[src/rtl/clock_ctrl_pkg.sv]
// clock_ctrl_pkg: field codes, edit FSM states and per-field blink masks
package clock_ctrl_pkg;
  typedef enum logic [2:0] {
    F_NONE  = 3'd0,
    F_SEC   = 3'd1,
    F_MIN   = 3'd2,
    F_HOUR  = 3'd3,
    F_DAY   = 3'd4,
    F_MONTH = 3'd5,
    F_YEAR  = 3'd6
  } field_t;
  typedef enum logic [1:0] {
    S_RUN    = 2'd0,
    S_EDIT_A = 2'd1,
    S_EDIT_B = 2'd2,
    S_EDIT_C = 2'd3
  } ctrl_state_t;
  localparam logic [7:0] M_HOUR_DAY  = 8'hC0;
  localparam logic [7:0] M_MIN_MONTH = 8'h30;
  localparam logic [7:0] M_SEC       = 8'h0C;
  localparam logic [7:0] M_YEAR      = 8'h0F;
  function automatic ctrl_state_t next_state(input ctrl_state_t s);
    return ctrl_state_t'(s + 2'd1);
  endfunction
  function automatic field_t field_of(input ctrl_state_t s, input logic clk_view);
    return (s == S_EDIT_A) ? (clk_view ? F_HOUR : F_DAY) :
           (s == S_EDIT_B) ? (clk_view ? F_MIN : F_MONTH) :
           (s == S_EDIT_C) ? (clk_view ? F_SEC : F_YEAR) : F_NONE;
  endfunction
  function automatic logic [7:0] mask_of(input field_t f);
    return (f == F_HOUR || f == F_DAY) ? M_HOUR_DAY :
           (f == F_MIN || f == F_MONTH) ? M_MIN_MONTH :
           (f == F_SEC) ? M_SEC :
           (f == F_YEAR) ? M_YEAR : 8'h00;
  endfunction
endpackage

[src/rtl/clock_set_ctrl_if.sv]
// clock_set_ctrl_if: raw buttons and view switch in, edit commands and blink mask out
interface clock_set_ctrl_if;
  import clock_ctrl_pkg::*;
  logic sw_mode, butt_increase, butt_decrease, butt_change;
  logic edit_active, inc_pulse, dec_pulse, run_en;
  field_t field_sel;
  logic [7:0] blank_mask;
  modport master (
    output sw_mode, butt_increase, butt_decrease, butt_change,
    input  edit_active, field_sel, inc_pulse, dec_pulse, run_en, blank_mask
  );
  modport slave (
    input  sw_mode, butt_increase, butt_decrease, butt_change,
    output edit_active, field_sel, inc_pulse, dec_pulse, run_en, blank_mask
  );
endinterface

[src/rtl/button_conditioner.sv]
// button_conditioner: sync, debounce and press/auto-repeat event for one active-low button
module button_conditioner #(
  parameter int CNT_W           = 29,
  parameter int DEBOUNCE_CYCLES = 1_000_000,
  parameter int HOLD_CYCLES     = 25_000_000,
  parameter int REPEAT_CYCLES   = 5_000_000,
  parameter bit REPEAT_EN       = 1'b1
) (
  input  logic clk,
  input  logic rst,
  input  logic i_butt_n,
  output logic o_evt
);
  logic r_s1, r_s2, r_lvl, r_evt;
  logic [CNT_W-1:0] r_db, r_rep;
  logic w_acc, w_fall, w_rep;
  always_comb begin
    w_acc  = (r_s2 != r_lvl) && (r_db == CNT_W'(DEBOUNCE_CYCLES - 1));
    w_fall = w_acc && r_lvl;
    // a release being accepted this cycle suppresses a coincident repeat
    w_rep  = REPEAT_EN && !r_lvl && !w_acc && (r_rep == '0);
  end
  always_ff @(posedge clk) begin
    if (rst) begin
      r_s1  <= 1'b1;
      r_s2  <= 1'b1;
      r_lvl <= 1'b1;
      r_db  <= '0;
      r_rep <= '0;
      r_evt <= 1'b0;
    end else begin
      r_s1  <= i_butt_n;
      r_s2  <= r_s1;
      r_db  <= (r_s2 == r_lvl || w_acc) ? '0 : r_db + 1'b1;
      r_lvl <= w_acc ? r_s2 : r_lvl;
      r_rep <= w_fall ? CNT_W'(HOLD_CYCLES - 1) :
               w_rep ? CNT_W'(REPEAT_CYCLES - 1) :
               (!r_lvl && r_rep != '0) ? r_rep - 1'b1 : r_rep;
      r_evt <= w_fall || w_rep;
    end
  end
  assign o_evt = r_evt;
endmodule

[src/rtl/clock_set_ctrl.sv]
// clock_set_ctrl: edit-mode FSM, idle timeout and blink mask for the clock/calendar counters
module clock_set_ctrl
  import clock_ctrl_pkg::*;
#(
  parameter int DEBOUNCE_CYCLES = 1_000_000,
  parameter int HOLD_CYCLES     = 25_000_000,
  parameter int REPEAT_CYCLES   = 5_000_000,
  parameter int BLINK_CYCLES    = 12_500_000,
  parameter int TIMEOUT_CYCLES  = 500_000_000,
  parameter int CNT_W           = 29
) (
  input logic clk,
  input logic rst,
  clock_set_ctrl_if.slave bus
);
  logic w_inc, w_dec, w_chg, w_live, w_tgl, w_any, w_exp, w_stay, w_tick, w_ph;
  ctrl_state_t r_state, w_nxt;
  field_t r_fld, w_fld;
  logic r_m1, r_m2, r_m3, r_ph, r_edit, r_inc, r_dec, r_run;
  logic [CNT_W-1:0] r_to, r_bc;
  logic [7:0] r_mask;
  button_conditioner #(.CNT_W(CNT_W), .DEBOUNCE_CYCLES(DEBOUNCE_CYCLES), .HOLD_CYCLES(HOLD_CYCLES),
    .REPEAT_CYCLES(REPEAT_CYCLES), .REPEAT_EN(1'b1)) u_inc (.clk(clk), .rst(rst), .i_butt_n(bus.butt_increase), .o_evt(w_inc));
  button_conditioner #(.CNT_W(CNT_W), .DEBOUNCE_CYCLES(DEBOUNCE_CYCLES), .HOLD_CYCLES(HOLD_CYCLES),
    .REPEAT_CYCLES(REPEAT_CYCLES), .REPEAT_EN(1'b1)) u_dec (.clk(clk), .rst(rst), .i_butt_n(bus.butt_decrease), .o_evt(w_dec));
  button_conditioner #(.CNT_W(CNT_W), .DEBOUNCE_CYCLES(DEBOUNCE_CYCLES), .HOLD_CYCLES(HOLD_CYCLES),
    .REPEAT_CYCLES(REPEAT_CYCLES), .REPEAT_EN(1'b0)) u_chg (.clk(clk), .rst(rst), .i_butt_n(bus.butt_change), .o_evt(w_chg));
  always_comb begin
    w_live = r_state != S_RUN;
    w_tgl  = r_m2 != r_m3;
    w_any  = w_inc || w_dec || w_chg;
    w_exp  = w_live && !w_any && (r_to == CNT_W'(TIMEOUT_CYCLES - 1));
    w_nxt  = (w_live && (w_tgl || w_exp)) ? S_RUN : w_chg ? next_state(r_state) : r_state;
    // commands only land on a field that is still selected next cycle
    w_stay = w_live && (w_nxt == r_state);
    w_tick = w_live && (r_bc == CNT_W'(BLINK_CYCLES - 1));
    w_ph   = (w_nxt != S_RUN) && (r_ph ^ w_tick);
    w_fld  = field_of(w_nxt, r_m2);
  end
  always_ff @(posedge clk) begin
    if (rst) begin
      r_m1    <= 1'b0;
      r_m2    <= 1'b0;
      r_m3    <= 1'b0;
      r_state <= S_RUN;
      r_to    <= '0;
      r_bc    <= '0;
      r_ph    <= 1'b0;
      r_edit  <= 1'b0;
      r_fld   <= F_NONE;
      r_inc   <= 1'b0;
      r_dec   <= 1'b0;
      r_run   <= 1'b1;
      r_mask  <= 8'h00;
    end else begin
      r_m1    <= bus.sw_mode;
      r_m2    <= r_m1;
      r_m3    <= r_m2;
      r_state <= w_nxt;
      r_to    <= (!w_live || w_nxt == S_RUN || w_any) ? '0 : r_to + 1'b1;
      r_bc    <= (!w_live || w_nxt == S_RUN || w_tick) ? '0 : r_bc + 1'b1;
      r_ph    <= w_ph;
      r_edit  <= w_nxt != S_RUN;
      r_fld   <= w_fld;
      r_inc   <= w_stay && w_inc && !w_dec;
      r_dec   <= w_stay && w_dec && !w_inc;
      r_run   <= w_nxt == S_RUN;
      r_mask  <= w_ph ? mask_of(w_fld) : 8'h00;
    end
  end
  assign bus.edit_active = r_edit;
  assign bus.field_sel   = r_fld;
  assign bus.inc_pulse   = r_inc;
  assign bus.dec_pulse   = r_dec;
  assign bus.run_en      = r_run;
  assign bus.blank_mask  = r_mask;
endmodule

[src/flat_wrapper.sv]
// flat-port wrapper written by rule: the top's interface ports become plain ports
module clock_set_ctrl_flat import clock_ctrl_pkg::*;
#(
  parameter int DEBOUNCE_CYCLES = 1_000_000,
  parameter int HOLD_CYCLES     = 25_000_000,
  parameter int REPEAT_CYCLES   = 5_000_000,
  parameter int BLINK_CYCLES    = 12_500_000,
  parameter int TIMEOUT_CYCLES  = 500_000_000,
  parameter int CNT_W           = 29
)
  (clk, rst, bus_sw_mode, bus_butt_increase, bus_butt_decrease, bus_butt_change, bus_edit_active, bus_field_sel, bus_inc_pulse, bus_dec_pulse, bus_run_en, bus_blank_mask);
  clock_set_ctrl_if bus_i ();
  input logic clk;
  input logic rst;
  input wire logic [$bits(bus_i.sw_mode)-1:0] bus_sw_mode;
  input wire logic [$bits(bus_i.butt_increase)-1:0] bus_butt_increase;
  input wire logic [$bits(bus_i.butt_decrease)-1:0] bus_butt_decrease;
  input wire logic [$bits(bus_i.butt_change)-1:0] bus_butt_change;
  output wire logic [$bits(bus_i.edit_active)-1:0] bus_edit_active;
  output wire logic [$bits(bus_i.field_sel)-1:0] bus_field_sel;
  output wire logic [$bits(bus_i.inc_pulse)-1:0] bus_inc_pulse;
  output wire logic [$bits(bus_i.dec_pulse)-1:0] bus_dec_pulse;
  output wire logic [$bits(bus_i.run_en)-1:0] bus_run_en;
  output wire logic [$bits(bus_i.blank_mask)-1:0] bus_blank_mask;
  assign bus_i.sw_mode = bus_sw_mode;
  assign bus_i.butt_increase = bus_butt_increase;
  assign bus_i.butt_decrease = bus_butt_decrease;
  assign bus_i.butt_change = bus_butt_change;
  assign bus_edit_active = bus_i.edit_active;
  assign bus_field_sel = bus_i.field_sel;
  assign bus_inc_pulse = bus_i.inc_pulse;
  assign bus_dec_pulse = bus_i.dec_pulse;
  assign bus_run_en = bus_i.run_en;
  assign bus_blank_mask = bus_i.blank_mask;
  clock_set_ctrl #(.DEBOUNCE_CYCLES(DEBOUNCE_CYCLES), .HOLD_CYCLES(HOLD_CYCLES), .REPEAT_CYCLES(REPEAT_CYCLES), .BLINK_CYCLES(BLINK_CYCLES), .TIMEOUT_CYCLES(TIMEOUT_CYCLES), .CNT_W(CNT_W)) u_core (.clk(clk), .rst(rst), .bus(bus_i));
endmodule
[config.mk]
export PLATFORM = sky130hd
export DESIGN_NAME = clock_set_ctrl_flat
export DESIGN_NICKNAME = d
export VERILOG_FILES = /design/src/rtl/clock_ctrl_pkg.sv /design/src/rtl/clock_set_ctrl_if.sv /design/src/rtl/button_conditioner.sv /design/src/rtl/clock_set_ctrl.sv /design/src/flat_wrapper.sv
export SDC_FILE = /design/constraint.sdc
export NUM_CORES = 1
export LEC_CHECK = 0
export CORE_ASPECT_RATIO = 1.25
export CORE_UTILIZATION = 28
export DETAILED_ROUTE_END_ITERATION = 8
export DONT_BUFFER_PORTS = 1
export GPL_TIMING_DRIVEN = 0
export PLACE_DENSITY = 0.38
export SLEW_MARGIN = 15
export SYNTH_ARGS = -nofsm -noshare
export SYNTH_HDL_FRONTEND = slang
export SYNTH_SLANG_ARGS = --single-unit
[constraint.sdc]
create_clock -name clk -period 3.2 [get_ports clk]
set_input_delay 0.32 -clock clk [delete_from_list [all_inputs] [get_ports clk]]
set_output_delay 0.32 -clock clk [all_outputs]
set_load 0.005 [all_outputs]
==> results.cfg <==
[timing]
worst_pin_slew_ns = 1.09
clock.fmax_mhz = 334
fin_skew_ns = 0.0120
fin_ws_ns = 0.204
fin_setup_tns_ns = 0
slew_violations = 0
period_share = 0.936
finalCriticalPeriod_ns = 3.00
rsz0062_at_grt = false
finalHoldViolCount = 0
setup_viol = 0
relSlewSlack = 0.267

[routing]
drc = 0
wl_per_cell_um = 14.1
ant_nets = 0
wl_met1_um = 11600
vias = 8323
topRoutingLayerUsed = met4
route.met2.wl_um = 11900
routed_wl_um = 24900
dr.pass1.iters = 4
wl_met3_um = 925
drt_iter0_markers = 400
via_per_inst = 4.74

[finish]
nFillCells = 3851
final_nets = 1273
antenna_cells = 0
syn_to_final_growth_pct = 15.5
drive_gt1_frac = 0.0603
mostFrequentLayoutCells = nor2_1 (232), dfxtp_1 (232), xor2_1 (85)
post-route-util = 0.329

[floorplan]
start_util = 0.285
dieWidth_um = 174
ios = 21
rows = 78
design.die.area_mm2 = 0.0378
die_h_um = 217
core_mm2 = 0.0364

[clock_tree]
cts.sinks = 232
cts-root-buf = clkbuf_16
cts_buffers = 28
cts_tree = built
insertion_delay_ns = 0.55
cts_buffer_depth = 3
cts_setup_buffers = 0
clk_pin_slew_ns = 0.06
htree_levels = 1

[setup_path]
worstSetupEndpointType = flop
worstPathArrival_ns = 3.43
r2r_end = u_core.u_dec.r_rep[10]$_SDFFE_PP0P_
worstRegToRegCells = 8
r2r-start = u_core.u_dec.r_rep[16]$_SDFFE_PP0P_
startpoint = u_core.u_dec.r_rep[16]$_SDFFE_PP0P_
reg2reg_slack_ns = 0.20
crit_path_start_kind = flop
path_class = reg2reg
worstPathMaxFanout = 10
endpoint = u_core.u_dec.r_rep[10]$_SDFFE_PP0P_
required_ns = 3.63

[yosys]
seq_area_frac_synth = 0.447
synth_top_cells_by_area = dfxtp_1 (45%), nor2_1 (8.4%), xor2_1 (7.2%)
ys_warn_count = 0
syn_area_mm2 = 0.0104
synth_edf_count = 0
yosys.cell_types.count = 62
netlist.area_leader.share = 0.447
syn_nets = 1239
synth_top_area_cell = dfxtp_1
ys_async_sr_fraction = 0
avgSynthCellArea_um2 = 8.48
ys_ff_latch = 232
synthCells = 1224
synth_ff_type = dfxtp_1

[global_route]
antenna_found_initial = 0
grt_start_max_net_pins = 14
grt_usage = 0.135
grt_pass1_vias = 8223
grt_pass1_wl_um = 42400
grt_overflow = 0

[placed_design]
io_buffers = 0
place_hpwl_um = 17300
place_ws_ns = 0.00206
gp_congestion = 0.760

[pwr]
p_leak_nw = 3.97
total_power_mw = 6.21
power_density_mw_per_mm2 = 518
ir_drop_mv = 0.350

[flow_run]
max-cap-violations = 0

[hold_path]
hold_class = reg2reg

[outcome]
status = completed
-- what timing repair did --
action / in CTS / in global routing
hold buffers: 4 / 0
resized for setup: 1 / 7
endpoints found under the setup margin: 10 / 34
hold endpoints to repair: 4 / 0
-- state kept, by name (all words and copies together) (netlist names), 2 cells and up --
register	cells
u_core.bus.blank_mask	4
u_core.bus.field_sel	3
u_core.r_bc	29
u_core.r_state	2
u_core.r_to	29
u_core.u_chg.r_db	29
u_core.u_dec.r_db	29
u_core.u_dec.r_rep	29
u_core.u_inc.r_db	29
u_core.u_inc.r_rep	29
-- cells by family (layout without fill, tap and decap cells) --
family	count (synthesis)	count (layout)	share of synthesized area
buf+inv	71	124	0.0282
fa+ha+maj	9	9	0.0108
compound gates	108	108	0.0679
xor+xnor	161	161	0.136
mux	3	3	0.00289
flops	232	232	0.447
simple gates	640	640	0.307
-- report_power, final --
part | switching, mW | total, mW | internal [mW] | leakage (nW)
Sequential | 0.00388 | 2.90 | 2.89 | 1.87
Combinational | 0.0420 | 0.0573 | 0.0153 | 1.63
Clock | 1.27 | 3.26 | 1.98 | 0.473
-- worst min path at each step --
stage	startpoint	endpoint	depth (start not counted)
4_1_cts	bus_butt_decrease	u_core.u_dec.r_s1$_SDFF_PP1_	2
2_1_floorplan	u_core.u_chg.r_s1$_SDFF_PP1_	u_core.u_chg.r_s2$_SDFF_PP1_	1
5_1_grt	bus_butt_decrease	u_core.u_dec.r_s1$_SDFF_PP1_	2
3_5_place_dp	u_core.u_inc.r_s1$_SDFF_PP1_	u_core.u_inc.r_s2$_SDFF_PP1_	1
6_report	u_core.u_inc.r_s1$_SDFF_PP1_	u_core.u_inc.r_s2$_SDFF_PP1_	1
3_3_place_gp	u_core.u_inc.r_s1$_SDFF_PP1_	u_core.u_inc.r_s2$_SDFF_PP1_	1
-- area by class of cell --
cell class	instances	area (µm²)	share of cell area
repair buffers	4	40.0	0.00334
multi-input cells	921	5460	0.456
inverters	30	113	0.00939
plain buffers	41	183	0.0152
well taps	480	601	0.0501
clock inverters	10	106	0.00887
clock buffers	39	843	0.0703
flip-flops and latches	232	4640	0.387
-- routing by layer --
metal / up-vias / GRT usage
met2: 100 / 0.235
met3: 37 / 0.0215
met4: 0 / 0.0401
met5: - / 0
li1: 4315 / -
met1: 3871 / 0.169
-- per-stage QoR --
stage	area, µm²	instances	hold WS, ns
after floorplan	10400	1224	0.389
after global routing	12000	1757	0.404
after global placement	11000	1704	0.391
final	12000	1757	0.407
after CTS	12000	1757	0.386
after detailed placement	11000	1704	0.393
-- synth_stat cells, types with 22 or more instances --
cell      instances
nor3_1           45
nand4_1          43
nand3_1          64
xor2_1           85
xnor2_1          76
or3_1            29
dfxtp_1         232
nor2_1          232
o21ai_0          22
nand2_1          83
inv_1            30
nor4_1           35
clkbuf_1         31
a21oi_1          31
-- worst max-delay path: stages (launching register included) --
cell and delay, ns:
dfxtp_1 0.32, or4_4 0.55, or4b_1 0.51, buf_2 0.18
o31a_1 0.31, clkbuf_1 0.30, o21ai_1 0.33, buf_2 0.30
nor2_1 0.07
Note: power is estimated with default switching activity, not from simulation.
